`config.mk`:
```
export PLATFORM = sky130hd
export DESIGN_NAME = rx_deframer
export DESIGN_NICKNAME = d
export VERILOG_FILES = /design/src/rtl/rx_deframer.sv
export SDC_FILE = /design/constraint.sdc
export NUM_CORES = 1
export LEC_CHECK = 0
export CAP_MARGIN = 20
export CORE_MARGIN = 3
export CORE_UTILIZATION = 40
export CTS_CLUSTER_SIZE = 28
export DETAILED_ROUTE_END_ITERATION = 7
export HOLD_SLACK_MARGIN = 0.05
export PLACE_DENSITY = 0.58
export SYNTH_ARGS = -nofsm -noshare
export SYNTH_HDL_FRONTEND = slang
export SYNTH_SLANG_ARGS = --single-unit
```
`constraint.sdc`:
```
create_clock -name clk -period 2.4 [get_ports clk]
set_clock_uncertainty 0.2 [all_clocks]
set_input_delay 0.6 -clock clk [delete_from_list [all_inputs] [get_ports clk]]
set_output_delay 0.6 -clock clk [all_outputs]
set_load 0.01 [all_outputs]
```
`src/rtl/rx_deframer.sv`:
```
// rx_deframer: recovers framed payload bytes from the optical receiver's bit stream.
// A frame is a sync word, a length byte, 1..MAX_LEN payload bytes and an XOR checksum.
// The checksum covers the length byte and every payload byte. Payload bytes are
// forwarded as they arrive, so the downstream consumer must drop any frame that
// ends in frame_err.
module rx_deframer #(
  parameter logic [7:0] SYNC_WORD = 8'hD5,
  parameter int         MAX_LEN   = 16,
  parameter int         TIMEOUT   = 1000
) (
  input  logic       clk,
  input  logic       rst,
  input  logic       bit_in,
  input  logic       bit_valid,
  output logic [7:0] byte_out,
  output logic       byte_valid,
  output logic       frame_start,
  output logic       frame_end,
  output logic       frame_err,
  output logic       busy
);

  // The idle counter only has to count up to TIMEOUT, so it is sized to exactly that.
  localparam int IW = $clog2(TIMEOUT + 1);
  localparam logic [IW-1:0] IDLE_LAST = IW'(TIMEOUT - 1);
  localparam logic [7:0]    MAX_LEN_B = 8'(MAX_LEN);

  typedef enum logic [1:0] {
    HUNT    = 2'd0,
    LEN     = 2'd1,
    PAYLOAD = 2'd2,
    CHECK   = 2'd3
  } state_t;

  state_t          state, state_n;
  logic [7:0]      sreg, sreg_n;
  logic [3:0]      cnt, cnt_n;
  logic [7:0]      remaining, remaining_n;
  logic [7:0]      csum, csum_n;
  logic [IW-1:0]   idle, idle_n;
  logic            first, first_n;
  logic [7:0]      byte_out_n;
  logic            byte_valid_n;
  logic            frame_start_n;
  logic            frame_end_n;
  logic            frame_err_n;
  logic            busy_n;
  logic [7:0]      shifted;
  logic            to_hunt;

  // State and output registers; reset discards all frame progress silently.
  always_ff @(posedge clk) begin
    if (rst) begin
      state       <= HUNT;
      sreg        <= '0;
      cnt         <= '0;
      remaining   <= '0;
      csum        <= '0;
      idle        <= '0;
      first       <= 1'b0;
      byte_out    <= '0;
      byte_valid  <= 1'b0;
      frame_start <= 1'b0;
      frame_end   <= 1'b0;
      frame_err   <= 1'b0;
      busy        <= 1'b0;
    end else begin
      state       <= state_n;
      sreg        <= sreg_n;
      cnt         <= cnt_n;
      remaining   <= remaining_n;
      csum        <= csum_n;
      idle        <= idle_n;
      first       <= first_n;
      byte_out    <= byte_out_n;
      byte_valid  <= byte_valid_n;
      frame_start <= frame_start_n;
      frame_end   <= frame_end_n;
      frame_err   <= frame_err_n;
      busy        <= busy_n;
    end
  end

  // Next-state logic: sync hunt, length/payload/checksum parsing and the idle timeout.
  always_comb begin
    state_n       = state;
    sreg_n        = sreg;
    cnt_n         = cnt;
    remaining_n   = remaining;
    csum_n        = csum;
    idle_n        = idle;
    first_n       = first;
    byte_out_n    = byte_out;
    byte_valid_n  = 1'b0;
    frame_start_n = 1'b0;
    frame_end_n   = 1'b0;
    frame_err_n   = 1'b0;
    to_hunt       = 1'b0;
    shifted       = {sreg[6:0], bit_in};

    if (bit_valid) begin
      idle_n = '0;
    end else if (state != HUNT) begin
      idle_n = idle + IW'(1);
    end

    case (state)
      HUNT: begin
        if (bit_valid) begin
          sreg_n = shifted;
          cnt_n  = (cnt == 4'd8) ? 4'd8 : cnt + 4'd1;
          if (cnt_n == 4'd8 && shifted == SYNC_WORD) begin
            state_n = LEN;
            cnt_n   = '0;
          end
        end
      end

      LEN: begin
        if (bit_valid) begin
          sreg_n = shifted;
          if (cnt == 4'd7) begin
            cnt_n = '0;
            if (shifted == 8'd0 || shifted > MAX_LEN_B) begin
              frame_err_n = 1'b1;
              to_hunt     = 1'b1;
            end else begin
              remaining_n = shifted;
              csum_n      = shifted;
              first_n     = 1'b1;
              state_n     = PAYLOAD;
            end
          end else begin
            cnt_n = cnt + 4'd1;
          end
        end
      end

      PAYLOAD: begin
        if (bit_valid) begin
          sreg_n = shifted;
          if (cnt == 4'd7) begin
            cnt_n         = '0;
            byte_out_n    = shifted;
            byte_valid_n  = 1'b1;
            frame_start_n = first;
            first_n       = 1'b0;
            csum_n        = csum ^ shifted;
            remaining_n   = remaining - 8'd1;
            if (remaining == 8'd1) begin
              state_n = CHECK;
            end
          end else begin
            cnt_n = cnt + 4'd1;
          end
        end
      end

      CHECK: begin
        if (bit_valid) begin
          sreg_n = shifted;
          if (cnt == 4'd7) begin
            cnt_n = '0;
            if (shifted == csum) begin
              frame_end_n = 1'b1;
            end else begin
              frame_err_n = 1'b1;
            end
            to_hunt = 1'b1;
          end else begin
            cnt_n = cnt + 4'd1;
          end
        end
      end

      default: begin
        to_hunt = 1'b1;
      end
    endcase

    // A bit arriving on the deadline cycle wins, so the timeout needs bit_valid low.
    if (state != HUNT && !bit_valid && idle == IDLE_LAST) begin
      frame_err_n = 1'b1;
      to_hunt     = 1'b1;
    end

    // Re-entering the hunt forgets all bits so a stale frame cannot produce a match.
    if (to_hunt) begin
      state_n = HUNT;
      sreg_n  = '0;
      cnt_n   = '0;
      idle_n  = '0;
      first_n = 1'b0;
    end

    busy_n = (state_n != HUNT);
  end

endmodule

```
==> flow_metrics.py, run 1 <==
metrics = {
    "run_status": {
        "run_status": "completed",
    },
    "placement": {
        "io_buffer_count": 16,
        "place_hpwl_mm": 4.84,
        "dpl_cell_area_um2": 3260,
        "gp_congestion": 0.815,
    },
    "floorplanning": {
        "die_w_um": 89.6,
        "initial_core_util_pct": 42.6,
        "die_area_um2": 8030,
        "core_area_um2": 6570,
        "ios": 17,
        "fp.dieH_um": 89.6,
        "rows": 29,
    },
    "logic_synthesis": {
        "ys_seq_area_share_pct": 37.9,
        "syn_inst": 327,
        "synth_commonest_cells": "53 x dfxtp_1, 34 x nand2_1, 25 x nor3_1",
        "syn-num-nets": 336,
        "netlist_area_um2": 2800,
        "async_flop_share_pct": 0,
        "yosys_warnings": 0,
        "synth.area.top_cells": "dfxtp_1 38%, nand2_1 4.6%, nor3_1 4.5%",
        "synth_area_per_cell_um2": 8.55,
        "synth_top_area_share_pct": 37.9,
        "post-synth-top-count-cell": "dfxtp_1",
        "synth_edf_count": 0,
        "synth_largest_area_cell": "dfxtp_1",
        "ys.flop_type": "dfxtp_1",
        "synth_cell_types": 59,
        "synth-seq-cells": 53,
    },
    "global_routing": {
        "met3_usage_pct": 3.56,
        "grt.busiest_layer": "met2",
        "grt_use_met1_pct": 25.7,
        "grt_pass1_vias": 2390,
        "grt.overflow.total": 0,
        "antenna_found_initial": 0,
        "grt.met2_usage_pct": 29.7,
        "grtUsageTotal_pct": 18.5,
        "grt_pass1_wl_mm": 11.7,
        "grt_max_degree": 32,
    },
    "finish": {
        "fin_util_pct": 51.8,
        "syn_to_final_growth_pct": 21.6,
        "register_area_um2": 1060,
        "drive_gt1_share_pct": 17.5,
        "diodes": 0,
        "multi_input_area_um2": 1580,
        "nets": 373,
        "design_area_um2": 3400,
        "filler_cell_count": 643,
    },
    "critical_path": {
        "critical_path.max_fanout": 9,
        "critPathCaptureType": "flip-flop",
        "start_kind": "input pin",
        "cp.arrival_ps": 2250,
        "rr_worst_depth": 6,
        "worstSetupPathType": "in2reg",
        "cp.required_ps": 2410,
    },
    "clock_network": {
        "clockBufferDepth": 2,
        "path_clk_slew_ps": 100,
        "worst_skew_pair.late_latency_ps": 310,
        "clock-sinks": 53,
        "cts_tree": "done",
        "cts_buffers": 5,
        "cts_htree_levels": 2,
        "cts_setup_buffers": 0,
        "clockRootBuffer": "clkbuf_8",
        "cts_resized": 0,
        "postCtsHoldBufs": 0,
    },
    "drt": {
        "routed-via-count": 2532,
        "ant_nets": 0,
        "dr.pass1.iters": 5,
        "first_iter_violations": 184,
        "post_drt_wl_per_cell_um": 14.9,
        "drc_errors": 0,
        "postRouteWirelength_mm": 6.85,
        "vias_per_cell": 5.53,
    },
    "power": {
        "internal_power_mw": 1.25,
        "pwr-share-seq_pct": 54.6,
        "p_sw_share_pct": 23.1,
        "p_sw_uw": 376,
        "peakVddDrop_mv": 0.264,
        "power.density_nw_per_um2": 480,
        "combPwrFrac_pct": 7.2,
        "clockPowerShare_pct": 38.2,
        "power.leakage_nw": 1.22,
        "finalPower_mw": 1.63,
    },
    "timing": {
        "fin_crit_sh_pct": 93.7,
        "maxSlewHeadroom_pct": 68.3,
        "maxSlewViolCount": 0,
        "min_period_ps": 2250,
        "holdWs_ps": 258,
        "rsz0062_at_grt": "no",
        "finalSetupViolCount": 0,
        "fmax_mhz": 445,
        "worst_pin_slew_ps": 469,
        "final_hold_viol_count": 0,
    },
    "run": {
        "maxCapViolCount": 0,
    },
    "min_path": {
        "hold_path_class": "reg2reg",
        "whs_path_depth": 2,
    },
}
[power groups by stage]
| stage | logic, mW | clock network [mW] | registers, mW |
|---|---|---|---|
| after floorplan | 0.0731 | 0 | 0.907 |
| after global placement | 0.111 | 0 | 0.911 |
| after detailed placement | 0.113 | 0 | 0.911 |
| after CTS | 0.113 | 0.636 | 0.891 |
| after global routing | 0.129 | 0.670 | 0.892 |
| final | 0.118 | 0.622 | 0.891 |
[final timing paths]
kind                                  start           to  slack, ps
worst max-delay path              bit_valid      csum[5]        150
worst min-delay path            byte_out[1]  byte_out[1]        260
worst max register to register       cnt[0]     state[0]        200
worst min register to register  byte_out[1]  byte_out[1]        260
[worst max-delay path, stage by stage]
cell,delay (ps)
clkdlybuf4s50_1,530
and4b_1,280
nand3_1,250
nor2_1,350
buf_4,190
nor3_1,40
[flip-flops by register name (all words and copies together), names as in the netlist]
name         count
remaining        8
first            1
cnt              4
frame_end        1
frame_err        1
sreg             7
byte_valid       1
csum             8
state            2
byte_out         8
idle            10
busy             1
frame_start      1
[cell type report]
cell class,instances,share of cell area (%)
clock buffer,6,2.13
clock inverter,2,1.14
inverter,8,0.883
multi-input combinational,238,46.5
sequential,53,31.2
tap,93,3.42
timing repair buffer,58,14.7
[layer usage]
metal	share of wire, %	routed length (um)	vias up
met5	0	0	-
met4	1.1	76	0
met3	3.9	265	7
met2	47	3220	55
met1	48	3280	1209
li1	-	-	1261
[per-stage QoR]
step | setup WS, ps | instances | setup TNS [ps]
floorplan | 146 | 327 | 0
global placement | -225 | 449 | -5940
detailed placement | -252 | 449 | -7000
CTS | 67.9 | 457 | 0
global route | 11.3 | 458 | 0
finish | 152 | 458 | 0
[kinds of logic (layout without fill, tap and decap cells)]
| kind of cell | Yosys count | in the layout | synth area share (%) |
|---|---|---|---|
| compound gates | 72 | 72 | 19.0 |
| xor+xnor | 20 | 20 | 6.26 |
| fa+ha+maj | 5 | 5 | 2.24 |
| buf+inv | 36 | 74 | 6.13 |
| flops | 53 | 53 | 37.9 |
| mux | 9 | 9 | 3.27 |
| simple gates | 132 | 132 | 25.1 |
[cell usage in the layout (no fill, tap or decap), drive strengths merged, types with 2 or more instances in the layout]
| cell type | count |
|---|---|
| nor3 | 25 |
| clkbuf | 6 |
| nor4 | 4 |
| nand3 | 11 |
| nand4b | 3 |
| buf | 42 |
| clkdlybuf4s50 | 15 |
| or4b | 2 |
| a41oi | 2 |
| xor2 | 11 |
| o311a | 3 |
| or3b | 2 |
| a21o | 3 |
| o31ai | 6 |
| a31oi | 6 |
| nand3b | 2 |
| or2 | 5 |
| a21oi | 15 |
| xnor2 | 9 |
| o211ai | 4 |
| inv | 8 |
| nand2b | 8 |
| o2111ai | 3 |
| ha | 5 |
| and4b | 2 |
| o32ai | 2 |
| o21ai | 4 |
| or3 | 5 |
| nand2 | 34 |
| a211oi | 12 |
| mux2i | 8 |
| nand4 | 4 |
| nor2 | 20 |
| dfxtp | 53 |
No activity file was read; power rests on OpenSTA's default activity.
==> run 2, diff against run 1 <==
- GPL_TIMING_DRIVEN: default -> 0
- HOLD_SLACK_MARGIN: 0.05 -> 0.1
==> run 2 against run 1 <==
Fmax shrank 0.25%. Register-to-register slack lost 50 ps. Power grew 0.21%. Critical endpoint is now remaining[2]. Largest power group unchanged. First-iteration DRC count grew 28%.
==> flow_metrics.py, run 2 (synthesis gave the netlist of run 1 again) <==
metrics = {
    "clock_network": {
        "cts_htree_levels": 2,
        "cts_tree": "done",
        "clockBufferDepth": 2,
        "clock-sinks": 53,
        "path_clk_slew_ps": 90,
        "worst_skew_pair.late_latency_ps": 310,
        "clockRootBuffer": "clkbuf_8",
        "cts_buffers": 5,
    },
    "floorplanning": {
        "core_area_um2": 6570,
        "ios": 17,
        "initial_core_util_pct": 42.6,
        "fp.dieH_um": 89.6,
        "die_w_um": 89.6,
        "die_area_um2": 8030,
        "rows": 29,
    },
    "timing": {
        "worst_pin_slew_ps": 672,
        "maxSlewHeadroom_pct": 54.8,
        "finalSetupViolCount": 0,
        "setup_ws_ps": 147,
        "final_hold_viol_count": 0,
        "rsz0062_at_grt": "no",
        "fmax_mhz": 444,
        "maxSlewViolCount": 0,
        "fin_crit_sh_pct": 93.9,
        "min_period_ps": 2250,
        "setup-tns-final_ps": 0,
        "holdWs_ps": 257,
    },
    "power": {
        "power.leakage_nw": 1.09,
        "peakVddDrop_mv": 0.249,
        "power.density_nw_per_um2": 511,
        "finalPower_mw": 1.63,
    },
    "min_path": {
        "hold_path_class": "reg2reg",
    },
    "finish": {
        "mostFrequentLayoutCells": "52 x dfxtp_1, 34 x nand2_1, 25 x nor3_1",
        "final_common_cell": "dfxtp_1",
        "largest_reg_flops": 10,
        "diodes": 0,
        "syn_to_final_growth_pct": 14.3,
        "fin_cells": 443,
        "nets": 358,
        "design_area_um2": 3200,
        "drive_gt1_share_pct": 12.0,
        "regMostFlops": "idle",
        "fin_util_pct": 48.7,
    },
    "drt": {
        "drc_errors": 0,
        "postRouteWirelength_mm": 6.88,
        "ant_nets": 0,
        "routed-via-count": 2432,
        "vias_per_cell": 5.49,
        "post_drt_wl_per_cell_um": 15.5,
        "first_iter_violations": 235,
        "dr.pass1.iters": 4,
    },
    "critical_path": {
        "crit_family": "simple AND/OR/NAND/NOR gates",
        "cp.required_ps": 2440,
        "start_kind": "flip-flop",
        "critical_path.max_fanout": 7,
        "cp.arrival_ps": 2290,
        "critPathSlowestCell": "or4b_1",
        "crit_chain": "ha_1, and4b_1, buf_2, nand2_1, or4b_1, a31oi_1",
        "slowest_delay_ps": 550,
        "critPathCaptureType": "flip-flop",
        "path_buf_inv": 1,
        "worstSetupPathType": "reg2reg",
    },
    "global_routing": {
        "grt_pass1_vias": 2344,
        "grt_pass1_wl_mm": 11.6,
        "grt_max_degree": 17,
        "antenna_found_initial": 0,
        "grtUsageTotal_pct": 18.5,
        "grt.overflow.total": 0,
    },
    "placement": {
        "dpl_cell_area_um2": 3050,
        "dp_cells": 434,
        "post-place-ws_ps": -144,
        "gp_congestion": 0.858,
        "place_hpwl_mm": 4.85,
        "io_buffer_count": 14,
    },
    "run_status": {
        "run_status": "completed",
    },
    "run": {
        "maxCapViolCount": 0,
    },
}
## run 2: what timing repair did
item                                    CTS  global route
hold buffers                              0             0
setup buffers                             0             1
gates resized for setup                   0             5
endpoints found under the setup margin    0            23
## run 2: layer usage
layer / GRT usage [%] / share of wire [%]
met5: 0 / 0
met2: 29.3 / 46
met3: 3.19 / 3.9
met1: 26.1 / 50
met4: 4.74 / 0.93
## run 2: layout make-up
cell class	count	area (um2)
buffer	28	144
timing repair buffer	15	148
clock buffer	6	82.6
inverter	8	30.0
fill	647	3370
clock inverter	2	37.5
sequential	53	1060
multi-input combinational	238	1580
tap	93	116
## run 2: final timing paths
path	start	end	slack (ps)	cells past startpoint
setup reg to reg	cnt[1]	remaining[2]	150	6
hold / removal	byte_out[1]	byte_out[1]	260	2
setup / recovery	cnt[1]	remaining[2]	150	6
hold reg to reg	byte_out[1]	byte_out[1]	260	2
## run 2: report_power, final
group          switching [mW]  internal, mW  leakage [nW]  total (mW)
sequential            0.00454         0.884         0.428       0.888
clock                   0.307         0.340        0.0574       0.646
combinational          0.0611        0.0383         0.602      0.0994
total                   0.372          1.26          1.09        1.63
## run 2: worst register-to-register path, cell delays in order, from the launching register on
cell     delay [ps]
dfxtp_1         410
ha_1            280
and4b_1         200
buf_2           180
nand2_1         190
or4b_1          550
a31oi_1         180
